### src/rtl/nibble_serial_addsub_ctrl_if.sv
// Start/busy/done handshake bundle for the nibble-serial add/sub sequencer.
interface nibble_serial_addsub_ctrl_if #(
    parameter int unsigned WIDTH = 16
);
    logic             start;
    logic             m;
    logic [WIDTH-1:0] a;
    logic [WIDTH-1:0] b;
    logic             busy;
    logic             done;
    logic [WIDTH-1:0] s;
    logic             cout;
    logic             ov;

    modport master (
        output start, m, a, b,
        input  busy, done, s, cout, ov
    );

    modport slave (
        input  start, m, a, b,
        output busy, done, s, cout, ov
    );
endinterface

### src/rtl/nibble_serial_addsub_ctrl.sv
// WIDTH-bit add/subtract computed by one 4-bit slice reused over WIDTH/4 cycles,
// least significant nibble first, carry chained through a register.
module nibble_serial_addsub_ctrl #(
    parameter int unsigned WIDTH = 16
) (
    input  logic                          clk,
    input  logic                          rst,
    nibble_serial_addsub_ctrl_if.slave    bus
);
    localparam int unsigned NIB   = WIDTH / 4;
    localparam int unsigned IDX_W = (NIB > 1) ? $clog2(NIB) : 1;
    localparam int unsigned SH_W  = IDX_W + 2;

    typedef enum logic [1:0] {IDLE, RUN, DONE} state_t;

    state_t           state_q, state_d;
    logic [WIDTH-1:0] a_q, a_d, b_q, b_d, s_q, s_d;
    logic             m_q, m_d, carry_q, carry_d;
    logic [IDX_W-1:0] idx_q, idx_d;
    logic             cout_q, cout_d, ov_q, ov_d;
    logic             busy_q, busy_d, done_q, done_d;

    logic [SH_W-1:0]  sh;
    logic [3:0]       nib_a, nib_x;
    logic [4:0]       sum5;
    logic             c3, c4, last;

    // Shared 4-bit slice operating on the nibble selected by idx
    always_comb begin
        sh    = {idx_q, 2'b00};
        nib_a = 4'(a_q >> sh);
        nib_x = 4'(b_q >> sh) ^ {4{m_q}};
        sum5  = 5'(nib_a) + 5'(nib_x) + 5'(carry_q);
        c4    = sum5[4];
        c3    = nib_a[3] ^ nib_x[3] ^ sum5[3];
        last  = (idx_q == IDX_W'(NIB - 1));
    end

    always_comb begin
        state_d = state_q;
        a_d     = a_q;
        b_d     = b_q;
        m_d     = m_q;
        carry_d = carry_q;
        idx_d   = idx_q;
        s_d     = s_q;
        cout_d  = cout_q;
        ov_d    = ov_q;
        case (state_q)
            IDLE: begin
                if (bus.start) begin
                    a_d     = bus.a;
                    b_d     = bus.b;
                    m_d     = bus.m;
                    carry_d = bus.m;
                    idx_d   = '0;
                    state_d = RUN;
                end
            end
            RUN: begin
                s_d     = (s_q & ~(WIDTH'(4'hF) << sh)) | (WIDTH'(sum5[3:0]) << sh);
                carry_d = c4;
                if (last) begin
                    cout_d  = c4;
                    ov_d    = c3 ^ c4;
                    state_d = DONE;
                end else begin
                    idx_d = idx_q + 1'b1;
                end
            end
            DONE:    state_d = IDLE;
            default: state_d = IDLE;
        endcase
        busy_d = (state_d != IDLE);
        done_d = (state_d == DONE);
    end

    always_ff @(posedge clk) begin
        if (rst) begin
            state_q <= IDLE;
            a_q     <= '0;
            b_q     <= '0;
            m_q     <= 1'b0;
            carry_q <= 1'b0;
            idx_q   <= '0;
            s_q     <= '0;
            cout_q  <= 1'b0;
            ov_q    <= 1'b0;
            busy_q  <= 1'b0;
            done_q  <= 1'b0;
        end else begin
            state_q <= state_d;
            a_q     <= a_d;
            b_q     <= b_d;
            m_q     <= m_d;
            carry_q <= carry_d;
            idx_q   <= idx_d;
            s_q     <= s_d;
            cout_q  <= cout_d;
            ov_q    <= ov_d;
            busy_q  <= busy_d;
            done_q  <= done_d;
        end
    end

    assign bus.busy = busy_q;
    assign bus.done = done_q;
    assign bus.s    = s_q;
    assign bus.cout = cout_q;
    assign bus.ov   = ov_q;
endmodule

### src/flat_wrapper.sv
// flat-port wrapper written by rule: the top's interface ports become plain ports
module nibble_serial_addsub_ctrl_flat 
#(
    parameter int unsigned WIDTH = 16
)
  (clk, rst, bus_start, bus_m, bus_a, bus_b, bus_busy, bus_done, bus_s, bus_cout, bus_ov);
  nibble_serial_addsub_ctrl_if #(.WIDTH(WIDTH)) bus_i ();
  input  logic clk;
  input  logic rst;
  input wire logic [$bits(bus_i.start)-1:0] bus_start;
  input wire logic [$bits(bus_i.m)-1:0] bus_m;
  input wire logic [$bits(bus_i.a)-1:0] bus_a;
  input wire logic [$bits(bus_i.b)-1:0] bus_b;
  output wire logic [$bits(bus_i.busy)-1:0] bus_busy;
  output wire logic [$bits(bus_i.done)-1:0] bus_done;
  output wire logic [$bits(bus_i.s)-1:0] bus_s;
  output wire logic [$bits(bus_i.cout)-1:0] bus_cout;
  output wire logic [$bits(bus_i.ov)-1:0] bus_ov;
  assign bus_i.start = bus_start;
  assign bus_i.m = bus_m;
  assign bus_i.a = bus_a;
  assign bus_i.b = bus_b;
  assign bus_busy = bus_i.busy;
  assign bus_done = bus_i.done;
  assign bus_s = bus_i.s;
  assign bus_cout = bus_i.cout;
  assign bus_ov = bus_i.ov;
  nibble_serial_addsub_ctrl #(.WIDTH(WIDTH)) u_core (.clk(clk), .rst(rst), .bus(bus_i));
endmodule
### config.mk
export PLATFORM = sky130hd
export DESIGN_NAME = nibble_serial_addsub_ctrl_flat
export DESIGN_NICKNAME = d
export VERILOG_FILES = /design/src/rtl/nibble_serial_addsub_ctrl_if.sv /design/src/rtl/nibble_serial_addsub_ctrl.sv /design/src/flat_wrapper.sv
export SDC_FILE = /design/constraint.sdc
export NUM_CORES = 1
export LEC_CHECK = 0
export ABC_AREA = 1
export ABC_CLOCK_PERIOD_IN_PS = 2500
export CAP_MARGIN = 5
export CELL_PAD_IN_SITES_DETAIL_PLACEMENT = 0
export CELL_PAD_IN_SITES_GLOBAL_PLACEMENT = 2
export CORE_MARGIN = 4
export CORE_UTILIZATION = 25
export DETAILED_ROUTE_END_ITERATION = 8
export GPL_TIMING_DRIVEN = 0
export PLACE_DENSITY_LB_ADDON = 0.12
export SYNTH_ARGS = -nofsm -noshare
export SYNTH_HDL_FRONTEND = slang
export SYNTH_SLANG_ARGS = --single-unit
export TNS_END_PERCENT = 1
### constraint.sdc
create_clock -name clk -period 2.5 [get_ports clk]
set_input_delay 0.625 -clock clk [delete_from_list [all_inputs] [get_ports clk]]
set_output_delay 0.625 -clock clk [all_outputs]
set_load 0.005 [all_outputs]
# Word level (Yosys, flattened, before mapping)
# Index checks and enable logic that the tools add are counted.
[classes]
add_sub_neg = 3
muxes = 8
shifts = 4
reduce_logical = 7
bitwise_logic = 7
n_eq_ne = 5
[op_table]
columns = ["operator", "n"]
rows = [
  ["16-bit by 4-bit >> shifter with 4-bit output", 2],
  ["16-bit AND", 1],
  ["16-bit inverter", 1],
  ["16-bit OR", 1],
  ["4-bit by 4-bit << shifter with 16-bit output", 1],
  ["4-bit by 4-bit << shifter with 16-bit output, first input constant", 1],
  ["2-bit 2-to-1 mux", 4],
  ["2-bit one-hot mux with 2 select lines", 2],
  ["2-bit AND reduction", 3],
  ["4-bit by 4-bit adder with 5-bit output", 1],
  ["5-bit by 1-bit adder with 5-bit output", 1],
  ["2-bit == test, second input constant", 2],
  ["2-bit != test, second input constant", 2],
  ["2-bit nonzero test", 2],
  ["4-bit bitwise XOR", 1],
  ["3-bit AND reduction", 1],
  ["1-bit bitwise XOR", 3],
  ["2-bit by 1-bit adder with 2-bit output, second input constant", 1],
  ["2-bit by 1-bit == test with 1-bit output, second input constant", 1],
  ["2-bit zero test", 1],
  ["1-bit one-hot mux with 2 select lines", 1],
  ["1-bit 2-to-1 mux", 1],
]
[word_totals]
regBits = 58
out_inout_bits = 20

# Depth between registers and ports, before layout
[depth]
depth_word = 6
mapped_depth = 13
mapped_depth_nobuf = 12

# Least setup slack after synthesis
# OpenSTA, ideal clock, no wires.
[synth_timing]
path_type = "register to register"
startpoint = "reg u_core.idx_q[1]"
endpoint = "reg u_core.s_q[10] (netlist: u_core.bus.s[10])"
stages_incl_launch_ff = 13
arrival_time_ps = 2215
path_slack_ps = 157
required_ps = 2372
path_cell_list = "dfxtp_1 > buf_4 > inv_2 > buf_4 > nand3_1 > nand2_1 > xor2_1 > fa_1 > fa_1 > xor2_1 > nor2_1 > a22oi_1 > nor2_1"
[synth_between]
elab_chain_cells = 6
elab_cells_between_ends = 10
cone_classes = "2 x add/sub; 4 x shift; 4 x bitwise"
[synth_lines]
columns = ["element", "line_no", "rtl"]
rows = [
  ["start: declaration", "nibble_serial_addsub_ctrl.sv:19", "logic [IDX_W-1:0] idx_q, idx_d;"],
  ["start signal: assignment", "nibble_serial_addsub_ctrl.sv:97", "idx_q <= idx_d;"],
  ["16-bit by 4-bit >> shifter with 4-bit output", "nibble_serial_addsub_ctrl.sv:32", "nib_x = 4'(b_q >> sh) ^ {4{m_q}};"],
  ["4-bit bitwise XOR", "nibble_serial_addsub_ctrl.sv:32", ""],
  ["4-bit by 4-bit adder with 5-bit output", "nibble_serial_addsub_ctrl.sv:33", "sum5 = 5'(nib_a) + 5'(nib_x) + 5'(carry_q);"],
  ["5-bit by 1-bit adder with 5-bit output", "nibble_serial_addsub_ctrl.sv:33", ""],
  ["4-bit by 4-bit << shifter with 16-bit output", "nibble_serial_addsub_ctrl.sv:61", "s_d = (s_q & ~(WIDTH'(4'hF) << sh)) | (WIDTH'(sum5[3:0]) << sh);"],
  ["16-bit OR *", "nibble_serial_addsub_ctrl.sv:61", ""],
  ["end signal: assignment", "nibble_serial_addsub_ctrl.sv:86", "s_q <= '0;"],
  ["end signal: assignment", "nibble_serial_addsub_ctrl.sv:98", "s_q <= s_d;"],
  ["end: declaration", "nibble_serial_addsub_ctrl.sv:17", "logic [WIDTH-1:0] a_q, a_d, b_q, b_d, s_q, s_d;"],
]
# Every way passes the cells marked *; elsewhere a longest branch is shown, timed or not.
# A chain may end at the register's enable or synchronous reset.

# Final worst setup path
[layout_timing]
startpoint = "reg u_core.idx_q[0]"
endpoint = "reg u_core.s_q[6] (netlist: u_core.bus.s[6])"
# Same word-level chain as after synthesis.

==> results.toml <==
[layout]
area_growth_pct = 37.5
final_nets = 451
layout-drive-gt1-share_pct = 11.0
diodes = 0
fill_cells = 1069
fin_util_pct = 35.5

[yosys]
netlist.area_leader.share_pct = 45.6
synth_area_sq_um = 2540
syn_inst = 339
synth_mux_area_share_pct = 0
synthAdderAreaFrac_pct = 5.01
synth_area_leaders = "dfxtp_1 (46%), nor2_1 (13%), nand2_1 (8.1%)"
synth_compound_area_share_pct = 15.1
yosys.area_share.simple_pct = 26.5
syn_avg_cell_area_sq_um = 7.51
ys_seq_elements = 58
synth_top_family_by_area = "simple AND/OR/NAND/NOR gates"
yosysSeqAreaShare_pct = 45.6
yosys.area.top_type = "dfxtp_1"
syn_nets = 384
synth-xor-area-share_pct = 1.72
yosysUniqueCellTypes = 27
yosys_warnings = 0

[clocking]
postCtsHoldBufs = 0
cts-root-buf = "clkbuf_8"
cts_tree = "yes"
clock_latency_ps = 330
h-tree-depth = 3
clk_pin_slew_ps = 60
clock_path_buffers = 2
clkSinkCount = 58
cts_buffers = 9

[timing]
tns_ps = 0
fin_hold_ws_ps = 460
hold_viol_final = 0
period_share_pct = 94.7
worst_clock_skew_ps = 7.33
slew_headroom_pct = 66.4
report.final.slew_viol_count = 0
clock.fmax_mhz = 422
grt_setup_unrepaired = "yes"
setup_violations = 0
post-route-min-period_ps = 2370
tightest_slew_ps = 504

[placed_design]
gp_congestion = 0.734
hpwl_um = 5400
io_buffers = 55

[global_route]
track_usage_pct = 13.3
grt_max_degree = 12
grt_pass1_vias = 2329
grt_overflow = 0
antenna_found_initial = 0
grt_pass1_wl_um = 12000

[floorplan]
die_w_um = 109
io_pins = 56
die_h_um = 109
initial_core_util_pct = 25.8
core-area_sq_um = 9860
dieArea_sq_um = 11900
num_rows = 36

[pwr]
power.leakage_nw = 1.37
ir_drop_v = 0.000166
pwr_density_cell_nw_per_um2 = 637

[critical_path]
path_class = "flop to flop"
required_ps = 2700
end_kind = "flop"
crit_path_start_kind = "flop"
worstPathMaxFanout = 10
arrival_ps = 2570

[worst_hold_path]
hold_path_class = "flop to flop"

[detailed_routing]
drt_iter0_drc = 56
drtAntennaViolNets = 0
dr_total_vias = 2327
wire_per_inst_um = 13.4
drc_errors = 0
dr.pass1.iters = 4
viasPerCell = 4.29
wl_um = 7290

[outcome]
outcome = "finished, final reports clean"

[flow_run]
max-cap-violations = 0
[cells in the mapped netlist]
cell type / number
nor2_4: 3
ha_1: 7
nand4_1: 4
inv_1: 12
nand3_2: 1
or2_1: 2
a21oi_1: 21
nor2_1: 85
fa_1: 2
xor2_1: 5
a32oi_1: 1
a32o_1: 1
inv_2: 4
o22ai_1: 2
or2_2: 1
nand2_1: 55
o21ai_0: 39
clkbuf_2: 2
a22oi_1: 5
nand2_2: 1
o211ai_1: 1
buf_4: 6
o21a_1: 1
clkbuf_1: 5
dfxtp_1: 58
buf_2: 4
nand3_1: 11
[worst paths after layout]
kind | startpoint | slack [ps] | end | cells after the start
max | u_core.idx_q[0]$_SDFFE_PP0P_ | 130 | u_core.bus.s[6]$_SDFFE_PP0P_ | 10
min | u_core.a_q[9]$_SDFFE_PP0P_ | 460 | u_core.a_q[9]$_SDFFE_PP0P_ | 2
max reg2reg | u_core.idx_q[0]$_SDFFE_PP0P_ | 130 | u_core.bus.s[6]$_SDFFE_PP0P_ | 10
min reg2reg | u_core.a_q[9]$_SDFFE_PP0P_ | 460 | u_core.a_q[9]$_SDFFE_PP0P_ | 2
[routing by layer]
layer	track usage (%)	part of all wire, %
met4	6.04	1.7
met5	0	0
met1	17.6	49
met2	20.7	45
met3	2.90	3.7
[placed cells by master, fill, tap and decap left out, types with 2 or more instances in the layout]
cell	count
a21oi_1	21
a22oi_1	4
buf_4	5
buf_8	4
clkbuf_1	7
clkbuf_2	2
clkbuf_8	9
clkdlybuf4s50_1	55
clkinv_2	4
dfxtp_1	56
fa_2	2
ha_1	7
inv_1	11
inv_2	4
nand2_1	55
nand3_1	11
nand4_1	4
nor2_1	84
nor2_4	3
o21ai_0	39
o22ai_1	2
or2_1	2
xor2_1	3
xor2_2	2
[where the power goes]
part	total [mW]	leakage, nW	internal [mW]	switching, mW
combinational	0.498	0.814	0.222	0.276
clock	0.706	0.0827	0.347	0.359
sequential	1.03	0.478	0.989	0.0369
total	2.23	1.37	1.56	0.672
[cells by family (layout without fill, tap and decap cells)]
kind of cell	count (synthesis)	after routing
simple gates	163	163
compound gates	71	71
flops	58	58
buf+inv	33	104
fa+ha+maj	9	9
xor+xnor	5	5
[final cells by class]
class / instances / area (sq um) / area share, %
plain buffers: 17 / 135 / 3.86
clock buffers: 11 / 131 / 3.75
clock inverters: 4 / 20.0 / 0.572
inverters: 16 / 65.1 / 1.86
multi-input cells: 248 / 1260 / 35.9
flip-flops and latches: 58 / 1170 / 33.3
well taps: 133 / 166 / 4.76
repair buffers: 56 / 558 / 15.9
[flip-flops by register name (all words and copies together) (netlist names)]
signal           flops
u_core.state_q       2
u_core.bus.s        16
u_core.idx_q         2
u_core.bus.cout      1
u_core.b_q          16
u_core.a_q          16
u_core.bus.ov        1
u_core.bus.done      1
u_core.bus.busy      1
u_core.carry_q       1
u_core.m_q           1
[critical path, cell delays in order (launching register included)]
cell     delay (ps)
dfxtp_4         410
buf_8           160
buf_8           140
a21oi_1          60
a32o_1          250
fa_2            370
fa_2            380
xor2_2          190
nor2_1           80
a22oi_1         140
nor2_1           60
[per-stage QoR]
step | cell area (sq um) | instances | power [mW] | setup WS [ps]
6_report | 3500 | 543 | 2.23 | 133
2_1_floorplan | 2540 | 339 | 1.33 | 157
5_1_grt | 3500 | 543 | 2.39 | -12.6
3_5_place_dp | 3260 | 527 | 1.52 | -325
4_1_cts | 3450 | 543 | 2.25 | 3.68
3_3_place_gp | 3260 | 527 | 1.52 | -285
[timing repair]
action | in CTS | in global routing
buffers inserted | 1 | 0
setup endpoints to repair | 11 | 11
resized for setup | 11 | 13
gates cloned | 0 | 0
pin swaps | 0 | 1
Note: power is estimated with default switching activity, not from simulation.
